**config.mk**
```make
export PLATFORM = sky130hd
export DESIGN_NAME = fetch_stage_flat
export DESIGN_NICKNAME = d
export VERILOG_FILES = /design/src/rtl/fetch_stage_if.sv /design/src/rtl/fetch_stage.sv /design/src/flat_wrapper.sv
export SDC_FILE = /design/constraint.sdc
export NUM_CORES = 1
export LEC_CHECK = 0
export CORE_ASPECT_RATIO = 1.5
export CORE_MARGIN = 2
export CORE_UTILIZATION = 54
export DETAILED_ROUTE_END_ITERATION = 12
export PLACE_DENSITY_LB_ADDON = 0.12
export REMOVE_ABC_BUFFERS = 1
export SETUP_SLACK_MARGIN = 0.3
export SLEW_MARGIN = 20
export SYNTH_ARGS = -nofsm -noshare
export SYNTH_HDL_FRONTEND = slang
export SYNTH_SLANG_ARGS = --single-unit
```
**constraint.sdc**
```tcl
create_clock -name clk -period 4.96 [get_ports clk]
set_input_delay 0.744 -clock clk [delete_from_list [all_inputs] [get_ports clk]]
set_output_delay 0.744 -clock clk [all_outputs]
set_load 0.02 [all_outputs]
```
**src/rtl/fetch_stage_if.sv**
```systemverilog
// fetch_stage_if: instruction-memory request/ready handshake between fetch and imem
interface fetch_stage_if;
    logic        im_req;
    logic [31:0] im_addr;
    logic        im_ready;
    logic [31:0] im_rdata;

    modport master (output im_req, output im_addr, input im_ready, input im_rdata);
    modport slave  (input im_req, input im_addr, output im_ready, output im_rdata);
endinterface

```
**src/rtl/fetch_stage.sv**
```systemverilog
// fetch_stage: MIPS IF stage with PC, next-PC select, imem handshake, skid buffer and IF/ID register
module fetch_stage #(
    parameter logic [31:0] PC_RESET = 32'h0000_3000
) (
    input  logic                  clk,
    input  logic                  reset,
    input  logic                  i_stall,
    input  logic [1:0]            i_pcsel,
    input  logic [31:0]           i_npc_b,
    input  logic [31:0]           i_rd1_d,
    fetch_stage_if.master         im,
    output logic [31:0]           o_instr_d,
    output logic [31:0]           o_pc4_d,
    output logic [31:0]           o_pc_d,
    output logic                  o_valid_d
);
    typedef enum logic {FETCH, HOLD} state_t;

    state_t      r_state, w_state_nxt;
    logic [31:0] r_pc, r_instr, r_pc4, r_pc_d, r_buf, r_pend_tgt;
    logic        r_valid, r_pend_v;
    logic [31:0] w_pc4, w_target, w_next_pc, w_instr;
    logic        w_redir, w_accept, w_bubble, w_capture;

    assign im.im_req   = reset && (r_state == FETCH);
    assign im.im_addr  = r_pc;
    assign o_instr_d   = r_instr;
    assign o_pc4_d     = r_pc4;
    assign o_pc_d      = r_pc_d;
    assign o_valid_d   = r_valid;

    assign w_pc4     = r_pc + 32'd4;
    assign w_target  = (i_pcsel == 2'b01) ? i_npc_b :
                       (i_pcsel == 2'b10) ? {r_pc4[31:28], r_instr[25:0], 2'b00} : i_rd1_d;
    assign w_redir   = r_valid && (i_pcsel != 2'b00);
    // A pending target wins: the branch that produced it has already left decode
    assign w_next_pc = r_pend_v ? r_pend_tgt : w_redir ? w_target : w_pc4;
    assign w_accept  = !i_stall && ((r_state == HOLD) || im.im_ready);
    assign w_bubble  = (r_state == FETCH) && !im.im_ready && !i_stall;
    assign w_capture = (r_state == FETCH) && im.im_ready && i_stall;
    assign w_instr   = (r_state == HOLD) ? r_buf : im.im_rdata;

    // Next state: park a stalled response in HOLD, leave HOLD once it is accepted
    always_comb begin
        w_state_nxt = r_state;
        if (w_capture)
            w_state_nxt = HOLD;
        else if (w_accept)
            w_state_nxt = FETCH;
    end

    // FSM state register
    always_ff @(posedge clk or negedge reset) begin
        if (!reset)
            r_state <= FETCH;
        else
            r_state <= w_state_nxt;
    end

    // PC, IF/ID register, skid buffer and pending redirect target
    always_ff @(posedge clk or negedge reset) begin
        if (!reset) begin
            r_pc       <= PC_RESET;
            r_instr    <= '0;
            r_pc4      <= '0;
            r_pc_d     <= '0;
            r_valid    <= 1'b0;
            r_buf      <= '0;
            r_pend_v   <= 1'b0;
            r_pend_tgt <= '0;
        end else begin
            if (w_accept) begin
                r_instr  <= w_instr;
                r_pc4    <= w_pc4;
                r_pc_d   <= r_pc;
                r_valid  <= 1'b1;
                r_pc     <= w_next_pc;
                r_pend_v <= 1'b0;
            end else if (w_bubble) begin
                r_instr <= '0;
                r_valid <= 1'b0;
                if (w_redir) begin
                    r_pend_v   <= 1'b1;
                    r_pend_tgt <= w_target;
                end
            end
            if (w_capture)
                r_buf <= im.im_rdata;
        end
    end
endmodule

```
**src/flat_wrapper.sv**
```systemverilog
// flat-port wrapper written by rule: the top's interface ports become plain ports
module fetch_stage_flat 
#(
    parameter logic [31:0] PC_RESET = 32'h0000_3000
)
  (clk, reset, i_stall, i_pcsel, i_npc_b, i_rd1_d, o_instr_d, o_pc4_d, o_pc_d, o_valid_d, im_im_req, im_im_addr, im_im_ready, im_im_rdata);
  fetch_stage_if im_i ();
  input  logic clk;
  input  logic reset;
  input  logic i_stall;
  input  logic [1:0] i_pcsel;
  input  logic [31:0] i_npc_b;
  input  logic [31:0] i_rd1_d;
  output logic [31:0] o_instr_d;
  output logic [31:0] o_pc4_d;
  output logic [31:0] o_pc_d;
  output logic o_valid_d;
  output wire logic [$bits(im_i.im_req)-1:0] im_im_req;
  output wire logic [$bits(im_i.im_addr)-1:0] im_im_addr;
  input wire logic [$bits(im_i.im_ready)-1:0] im_im_ready;
  input wire logic [$bits(im_i.im_rdata)-1:0] im_im_rdata;
  assign im_im_req = im_i.im_req;
  assign im_im_addr = im_i.im_addr;
  assign im_i.im_ready = im_im_ready;
  assign im_i.im_rdata = im_im_rdata;
  fetch_stage #(.PC_RESET(PC_RESET)) u_core (.clk(clk), .reset(reset), .i_stall(i_stall), .i_pcsel(i_pcsel), .i_npc_b(i_npc_b), .i_rd1_d(i_rd1_d), .im(im_i), .o_instr_d(o_instr_d), .o_pc4_d(o_pc4_d), .o_pc_d(o_pc_d), .o_valid_d(o_valid_d));
endmodule
```
## Word-level counts from Yosys, hierarchy flattened

Cells that the tools add are included.

| word-level totals | value |
|---|---|
| flip-flop bits (word level) | 195 |
| input port bits | 102 |
| word-level logic and storage cells | 44 |

| operators by class | value |
|---|---|
| $add $sub $neg | 1 |
| eq/ne operators | 2 |
| multiplexer cells | 14 |
| bitwise operators | 2 |
| reductions and logical operators | 16 |

Operator list:

| kind | count |
|---|---|
| 32-bit 2-to-1 mux | 7 |
| 32-bit by 3-bit adder with 32-bit output (second input constant) | 1 |
| 2-bit nonzero test | 4 |
| 1-bit logical AND | 7 |
| 1-bit 2-to-1 mux | 7 |
| 3-bit AND reduction | 1 |
| 2-bit by 1-bit == test with 1-bit output (second input constant) | 1 |
| 2-bit == test (second input constant) | 1 |
| 1-bit zero test | 2 |
| 1-bit NOT | 2 |
| 2-bit AND reduction | 1 |
| 1-bit logical OR | 1 |

## Depth between registers and ports, before layout

Gate-level depths: netlist (run 1).

| logic depth | value |
|---|---|
| depth after elaboration | 5 |
| mapped depth | 8 |
| mapped depth without buffers | 6 |

## Worst setup path after synthesis (run 1)

OpenSTA, ideal clock, no wires.

| path | value |
|---|---|
| path kind | input -> register |
| start point | in i_pcsel[1] |
| end point | reg u_core.r_pc[30] (netlist: u_core.im.im_addr[30]) |
| library setup time | 0.127 ns |
| arrival | 2.124 ns |
| required time | 4.833 ns |
| setup slack | 2.708 ns |
| cell stages on the path | 7 |
| path buffers | 2 |
| path through | buf_2 > clkbuf_1 > mux2_2 > a222oi_1 > nor2_1 > a31oi_1 > nand3_1 |

| on the way | value |
|---|---|
| longest elaborated chain between the ends | 5 |

Ends and longest elaborated chain:

| element | RTL line | RTL |
|---|---|---|
| start: declaration | flat_wrapper.sv:11 | `input logic [1:0] i_pcsel;` |
| 2-bit == test | fetch_stage.sv:34 | `(i_pcsel == 2'b10) ? {r_pc4[31:28], r_instr[25:0], 2'b00} : i_rd1_d;` |
| 32-bit 2-to-1 mux | fetch_stage.sv:34 |  |
| 32-bit 2-to-1 mux | fetch_stage.sv:33 | `assign w_target = (i_pcsel == 2'b01) ? i_npc_b :` |
| 32-bit 2-to-1 mux (*) (2 in series) | fetch_stage.sv:37 | `assign w_next_pc = r_pend_v ? r_pend_tgt : w_redir ? w_target : w_pc4;` |
| end signal: assignment | fetch_stage.sv:77 | `r_pc <= w_next_pc;` |
| end: declaration | fetch_stage.sv:20 | `logic [31:0] r_pc, r_instr, r_pc4, r_pc_d, r_buf, r_pend_tgt;` |

Every way passes the cells marked *; elsewhere a longest branch is shown, timed or not.
A chain may end at the register's enable or synchronous reset.

## Final worst setup path (run 1)

| path | value |
|---|---|
| start point | in reset |
| end point | out im_im_req |

| on the way | value |
|---|---|
| longest elaborated chain between the ends | 1 |

Ends and longest elaborated chain:

| element | RTL line | RTL |
|---|---|---|
| start: declaration | flat_wrapper.sv:9 | `input logic reset;` |
| 1-bit logical AND | fetch_stage.sv:25 | `assign im.im_req = reset && (r_state == FETCH);` |
| end: declaration | flat_wrapper.sv:18 | `output wire logic [$bits(im_i.im_req)-1:0] im_im_req;` |

No other way between the ends.

==> implementation parameters, run 1 <==
Parameter                              Value

Outcome
  Outcome    finished clean

STA
  Actual transition at the worst max-transition pin    between 1 and 1.5 ns
  Setup_tns    0 ns
  Setup slack after layout    2.28 ns
  Minimum clock period after layout    about 2.7 ns
  # setup viols final    0
  Worst-case clock skew    0.0108 ns
  Final hold violation count    0
  Final count of pins violating max slew    0
  Max Clk Rate    ~0.37 GHz
  Worst slew margin    between 20% and 30%
  Share of the clock period used by the worst path after layout    roughly 54%
  Setup repair after global routing missed its margin    false

Clock network
  Post-CTS Repair Setup Buffers    0
  Clock latency at the later pin of the worst-skew pair    0.45 ns
  TritonCTS clock tree    built
  Clock-pin slew on the worst setup and hold paths    around 0.070 ns
  CTS H-tree depth    4
  Number of buffers created by CTS    17
  CTS sink cnt    slightly below 200
  CTS hold repair buffers    0
  Clock tree root driver cell    sky130_fd_sc_hd__clkbuf_16
  Max Root-Sink Buffers    2
  PostCTS Resize Cnt    0

Route
  WL/cell    roughly 18 µm
  First-pass iteration count of the detailed router    6
  Remaining DRCs    0
  Total detailed-routing wirelength    26.5 mm
  Routed via count divided by cell count    ~6
  Remaining antenna violation count after routing    0
  First-iteration detailed-routing DRC count    ~770
  Via count    approximately 8400

Synthesis
  Number of standard cells after synthesis    ~1000
  Synthesized area divided by synthesized cell count    9.51 µm²
  Total of flip-flops plus latches after synthesis    around 190
  Part of the Yosys area used for sequential elements    between 40 and 50%
  Count of flip-flops with a built-in enable after synthesis    0
  Synth async-reset ratio    100%
  Cell area after technology mapping    around 0.01 mm²
  Yosys top cell area share    about half
  Count of distinct cell types in the synthesized netlist    63
  Number of warning messages in the yosys log    0
  Commonest cells post-synth    197 x sky130_fd_sc_hd__nand2_1, 191 x sky130_fd_sc_hd__dfrtp_1, 101 x sky130_fd_sc_hd__o21ai_0
  Cell taking the most area after synthesis    sky130_fd_sc_hd__dfrtp_1
  Biggest area contributors in the synthesized netlist    sky130_fd_sc_hd__dfrtp_1 49%, sky130_fd_sc_hd__nand2_1 7.5%, sky130_fd_sc_hd__mux2_2 6.9%, sky130_fd_sc_hd__o21ai_0 5.1%, sky130_fd_sc_hd__mux2i_1 3.7%
  Dominant register cell in the synthesized netlist    sky130_fd_sc_hd__dfrtp_1
  Library cell with the highest instance count after synthesis    sky130_fd_sc_hd__nand2_1

GRT
  Pin count of the biggest net entering global routing    between 100 and 150
  First-pass GRT wire length    43.2 mm
  Number of antenna violations at the first check in global routing    0
  Remaining global-route overflow    0
  All-Layer GR Usage    approximately 28%
  Number of global-route vias before repair    8187

Power and ir drop
  Total power    about 0.0055 W
  LEAKAGE    around 5.4 nW
  Peak supply drop    0.267 mV
  Cell Pwr Density    between 400 and 500 mW/mm²

Floorplanning
  Full die area    a little under 0.02 mm²
  Die H    between 150 and 200 µm
  Initial Utilization    between 50% and 60%
  Horiz. Die Dim    about 110 µm
  Io pins    ~230
  Core ar.    0.0179 mm²
  Count of standard-cell rows    60

Cells and area
  Signed area change from the synthesized netlist to the final layout    29.9%
  Area occupied by multi-input gates    approximately 0.0046 mm²
  Number of nets at the end of the flow    1311
  Fill cell count    1344
  Post-route standard cell area excluding fillers    0.0128 mm²
  Sequential cell area    a little under 0.005 mm²
  Fin util    a little under three quarters
  Ant diodes    0
  Share of cells above drive strength 1    between 10% and 20%

Place
  Placed inst area    roughly 0.012 mm²
  DP HPWL    around 18 mm
  Routability cong.    slightly below 0.9
  Buffers added on ports    231
  Worst slack at placement    1.98 ns

Critical path
  Largest fanout on the critical path    between 40 and 50
  Kind of start point of the critical path    input pin
  Max stage delay cell, worst path    sky130_fd_sc_hd__clkdlybuf4s50_1
  Worst reg2reg setup slack    about 2.4 ns
  Reg-to-Reg End    u_core.im.im_addr[24]
  Arrival @ worst endpoint    a little under 2 ns
  Required time of the worst setup path    about 4.2 ns
  Cell-by-cell trace of the critical path    clkbuf_8, nor2b_1, clkdlybuf4s50_1
  Setup Crit Path Kind    input pin to output pin
  Delay of the slowest critical-path stage    0.61 ns
  Depth of the worst register-to-register path    5
  Worst r2r src    u_core.r_pend_v
  Endpoint kind of the worst setup timing path    output pin

Min path
  HP Class    input pin to asynchronous set/reset pin

Run
  # Max-Cap Violations    0
==> cells in the final DEF, fill, tap and decap left out, drive strengths merged, types with 3 or more instances in the layout <==
cell and instances:
and4 4, a221oi 4, nand2 197, nor3 15
dfrtp 191, a31oi 10, nor2b 14, a21oi 42
nand4 10, xnor2 21, o21ai 114, a221o 5
buf 18, o31a 3, or3 8, nand3 17
a211oi 12, mux2i 36, mux2 61, nor4 3
a21o 6, o2bb2ai 4, a222oi 11, o31ai 4
a22oi 40, xor2 3, clkbuf 18, o22ai 5
a22o 4, nor2 49, clkdlybuf4s50 227, clkinv 9
and3 7, inv 16, or2 4
==> state kept, by name, indices dropped and copies added (netlist names) <==
signal / count
u_core.im.im_addr: 32
u_core.o_instr_d: 32
u_core.o_pc4_d: 30
u_core.o_pc_d: 32
u_core.o_valid_d: 1
u_core.r_buf: 32
u_core.r_pend_tgt: 32
u_core.r_pend_v: 1
u_core.r_state: 1
==> kinds of logic after synthesis <==
group	after synthesis	synth area share, %
fa+ha+maj	1	0.127
simple gates	336	15.4
flops	193	49.1
mux	97	10.6
xor+xnor	24	2.14
buf+inv	101	4.46
compound gates	282	18.2
==> routing by layer <==
metal	vias up	wire [µm]	global-route usage (%)
li1	4042	-	-
met1	4086	11200	37.3
met2	273	13100	45.6
met3	37	1600	6.46
met4	0	561	8.96
met5	-	0	0
==> stage by stage <==
step / hold slack, ns / cells
2_1_floorplan: 0.441 / 943
6_report: 0.242 / 1438
5_1_grt: 0.271 / 1438
3_3_place_gp: 0.457 / 1405
4_1_cts: 0.254 / 1437
3_5_place_dp: 0.462 / 1405
==> area by class of cell <==
class	instances	share of cell area [%]
inverters	10	0.294
well taps	217	2.12
clock inverters	15	1.18
clock buffers	17	3.33
flip-flops and latches	193	37.8
repair buffers	246	19.2
multi-input cells	740	36.0
==> how the worst max path moves through the flow <==
stage,from,end,depth (start not counted)
after floorplan,u_core.r_state,u_core.im.im_addr[10],4
after global placement,im_im_ready,u_core.im.im_addr[27],6
after detailed placement,im_im_ready,u_core.im.im_addr[27],6
after CTS,reset,im_im_req,3
after global routing,reset,im_im_req,3
final,reset,im_im_req,3
==> power breakdown <==
part	internal [W]	switching [W]
logic	0.000906	0.000921
registers	0.00196	0.000406
clock network	0.000669	0.000682
total	0.00354	0.00201
==> critical path: cells and delay by family <==
| family | cells | cell delay [ns] |
|---|---|---|
| buffers and inverters | 2 | 0.94 |
| and+or+nand+nor | 1 | 0.19 |
No activity file was read; power rests on OpenSTA's default activity.
==> run 2, diff against run 1 <==
CORE_UTILIZATION = 46   (was 54)
clock period = 2.2 ns   (was 4.96 ns; I/O delays follow)
==> implementation parameters, run 2 (synthesized netlist as in run 1, its figures left out) <==
Parameter                              Value

Outcome
  Outcome    finished clean

STA
  Setup slack after layout    0.282 ns (-1.99 ns)
  Share of the clock period used by the worst path after layout    between 80 and 90%
  Worst-case clock skew    0.00728 ns (-0.00349 ns)
  Actual transition at the worst max-transition pin    0.971 ns (-0.121 ns)
  Setup repair after global routing missed its margin    true
  Minimum clock period after layout    around 1.9 ns
  Max Clk Rate    ~0.52 GHz
  # setup viols final    0 (unchanged)
  WHS    0.303 ns (+0.0611 ns)
  Final hold violation count    0 (unchanged)
  Final count of pins violating max slew    0 (unchanged)
  Worst slew margin    35.2% (+8.2 points)

Min path
  Cell depth of the worst min-delay path    3
  Launch instance of the worst min-delay path    i_stall
  Hold endpoint    u_core.o_instr_d[7]
  HP Class    input pin to register

GRT
  Remaining global-route overflow    0 (unchanged)
  Met3 layer usage reported by global route    5.97% (-0.49 points)
  Number of antenna violations at the first check in global routing    0 (unchanged)
  Met1 global-route usage    32.5% (-4.8 points)
  Number of global-route vias before repair    8277 (+1.1%)
  Layer with the highest usage    met2
  Pin count of the biggest net entering global routing    111 (-25%)
  All-Layer GR Usage    25.0% (-3.0 points)
  First-pass GRT wire length    44.0 mm (+1.8%)
  Met2 global-route usage    40.7% (-4.9 points)

Cells and area
  Leading cell type in the layout, fill and taps excluded    sky130_fd_sc_hd__clkdlybuf4s50_1
  Signed area change from the synthesized netlist to the final layout    36.6%
  Commonest cells after routing, fill and taps aside    197 x sky130_fd_sc_hd__clkdlybuf4s50_1, 196 x sky130_fd_sc_hd__nand2_1, 184 x sky130_fd_sc_hd__dfrtp_1, 100 x sky130_fd_sc_hd__o21ai_0
  Ant diodes    0 (unchanged)
  Number of nets at the end of the flow    1364 (+4.0%)
  Share of cells above drive strength 1    15.9% (+5.3 points)

Route
  Total detailed-routing wirelength    27.6 mm (+4.2%)
  Remaining antenna violation count after routing    0 (unchanged)
  Via count    8647 (+2.5%)
  First-pass iteration count of the detailed router    7 (+1)
  Remaining DRCs    0 (unchanged)
  First-iteration detailed-routing DRC count    644 (-17%)
  Routed via count divided by cell count    5.61 (-4.4%)
  WL/cell    17.9 µm (-2.9%)

Critical path
  Worst reg2reg setup slack    0.28 ns (-2.09 ns)
  Depth of the worst register-to-register path    7 (+2)
  Endpoint kind of the worst setup timing path    register
  Required time of the worst setup path    2.52 ns (-1.70 ns)
  Timing startpoint of the critical path    u_core.im.im_addr[2]
  Kind of start point of the critical path    register
  Largest fanout on the critical path    5 (-90%)
  Arrival @ worst endpoint    2.24 ns (+0.30 ns)
  Cell-by-cell trace of the critical path    ha_2, nand3_2, buf_4, nor3_1, and3_4, a21oi_1, o32a_1
  Delay of the slowest critical-path stage    0.36 ns (-0.25 ns)
  Setup Crit Path Kind    register to register
  Max stage delay cell, worst path    sky130_fd_sc_hd__dfrtp_1
  Worst r2r src    u_core.im.im_addr[2]
  Reg-to-Reg End    u_core.im.im_addr[20]

Floorplanning
  Initial Utilization    46.9% (-8.2 points)
  Die H    183 µm (+8.2%)
  Core ar.    0.0210 mm² (+17%)
  Full die area    0.0226 mm² (+17%)
  Count of standard-cell rows    65 (+8.3%)
  Io pins    232 (unchanged)
  Horiz. Die Dim    123 µm (+8.1%)

Clock network
  Number of buffers created by CTS    17 (unchanged)
  CTS sink cnt    193 (unchanged)
  Clock-pin slew on the worst setup and hold paths    0.07 ns (about the same)
  CTS H-tree depth    4 (unchanged)
  Clock latency at the later pin of the worst-skew pair    0.43 ns (-0.02 ns)
  Clock tree root driver cell    sky130_fd_sc_hd__clkbuf_16
  TritonCTS clock tree    built
  Max Root-Sink Buffers    2 (unchanged)

Run
  # Max-Cap Violations    0 (unchanged)

Place
  Routability cong.    0.853 (-3.8%)
  Buffers added on ports    231 (unchanged)
  Worst slack at placement    -0.0343 ns (-2.01 ns)
  DP HPWL    19.7 mm (+7.4%)

Power and ir drop
  Total power    0.0128 W (+130%)
  Cell Pwr Density    953 mW/mm² (+120%)
  LEAKAGE    5.90 nW (+8.6%)
  Peak supply drop    0.533 mV (+100%)
-- run 2: worst max-delay path by stage --
stage | to | cells after the start
2_1_floorplan | u_core.im.im_addr[10] | 4
6_report | u_core.im.im_addr[20] | 7
3_5_place_dp | u_core.im.im_addr[28] | 6
5_1_grt | u_core.im.im_addr[29] | 6
3_3_place_gp | u_core.im.im_addr[28] | 6
4_1_cts | u_core.im.im_addr[22] | 6
-- run 2: final cells by class --
type	count	area [µm²]
fill	1805	7540
inverter	10	37.5
multi-input combinational	740	4730
clock inverter	11	128
sequential	193	4840
tap	268	335
clock buffer	21	460
timing repair buffer	299	2910
-- run 2: worst max-delay path: cells and delay by family (launching register included) --
family                     cells  cell delay, ns
buffers and inverters          1            0.19
DFF                            1            0.36
adders and majority gates      1            0.25
and+or+nand+nor                3            0.65
AOI/OAI and AO/OA              2            0.35
-- run 2: repair_timing --
item,in CTS,in global routing
hold buffers,1,0
setup endpoints to repair,42,43
resized for setup,37,28
pin swaps,6,7
buffers inserted,7,3
endpoints found under the hold margin,10,0
-- run 2: through the flow --
step                TNS, ns  std cells  area, µm²  utilization [%]
finish                    0       1542      13400             64.1
global route              0       1542      13400             64.1
CTS                       0       1539      13300             63.5
detailed placement   -0.111       1499      12600             60.2
global placement          0       1499      12600             60.2
floorplan           -386.02        943       9440                -
-- run 2: layer usage --
layer,vias to the layer above,wire length (µm)
met5,-,0
met4,0,654
met3,39,1770
met2,287,13800
met1,4175,11400
li1,4146,-
-- run 2: power by group --
part | total [W] | leakage, nW | switching [W] | internal, W
Clock | 0.00313 | 0.280 | 0.00139 | 0.00175
Sequential | 0.00516 | 2.40 | 0.000718 | 0.00444
Combinational | 0.00452 | 3.22 | 0.00237 | 0.00215
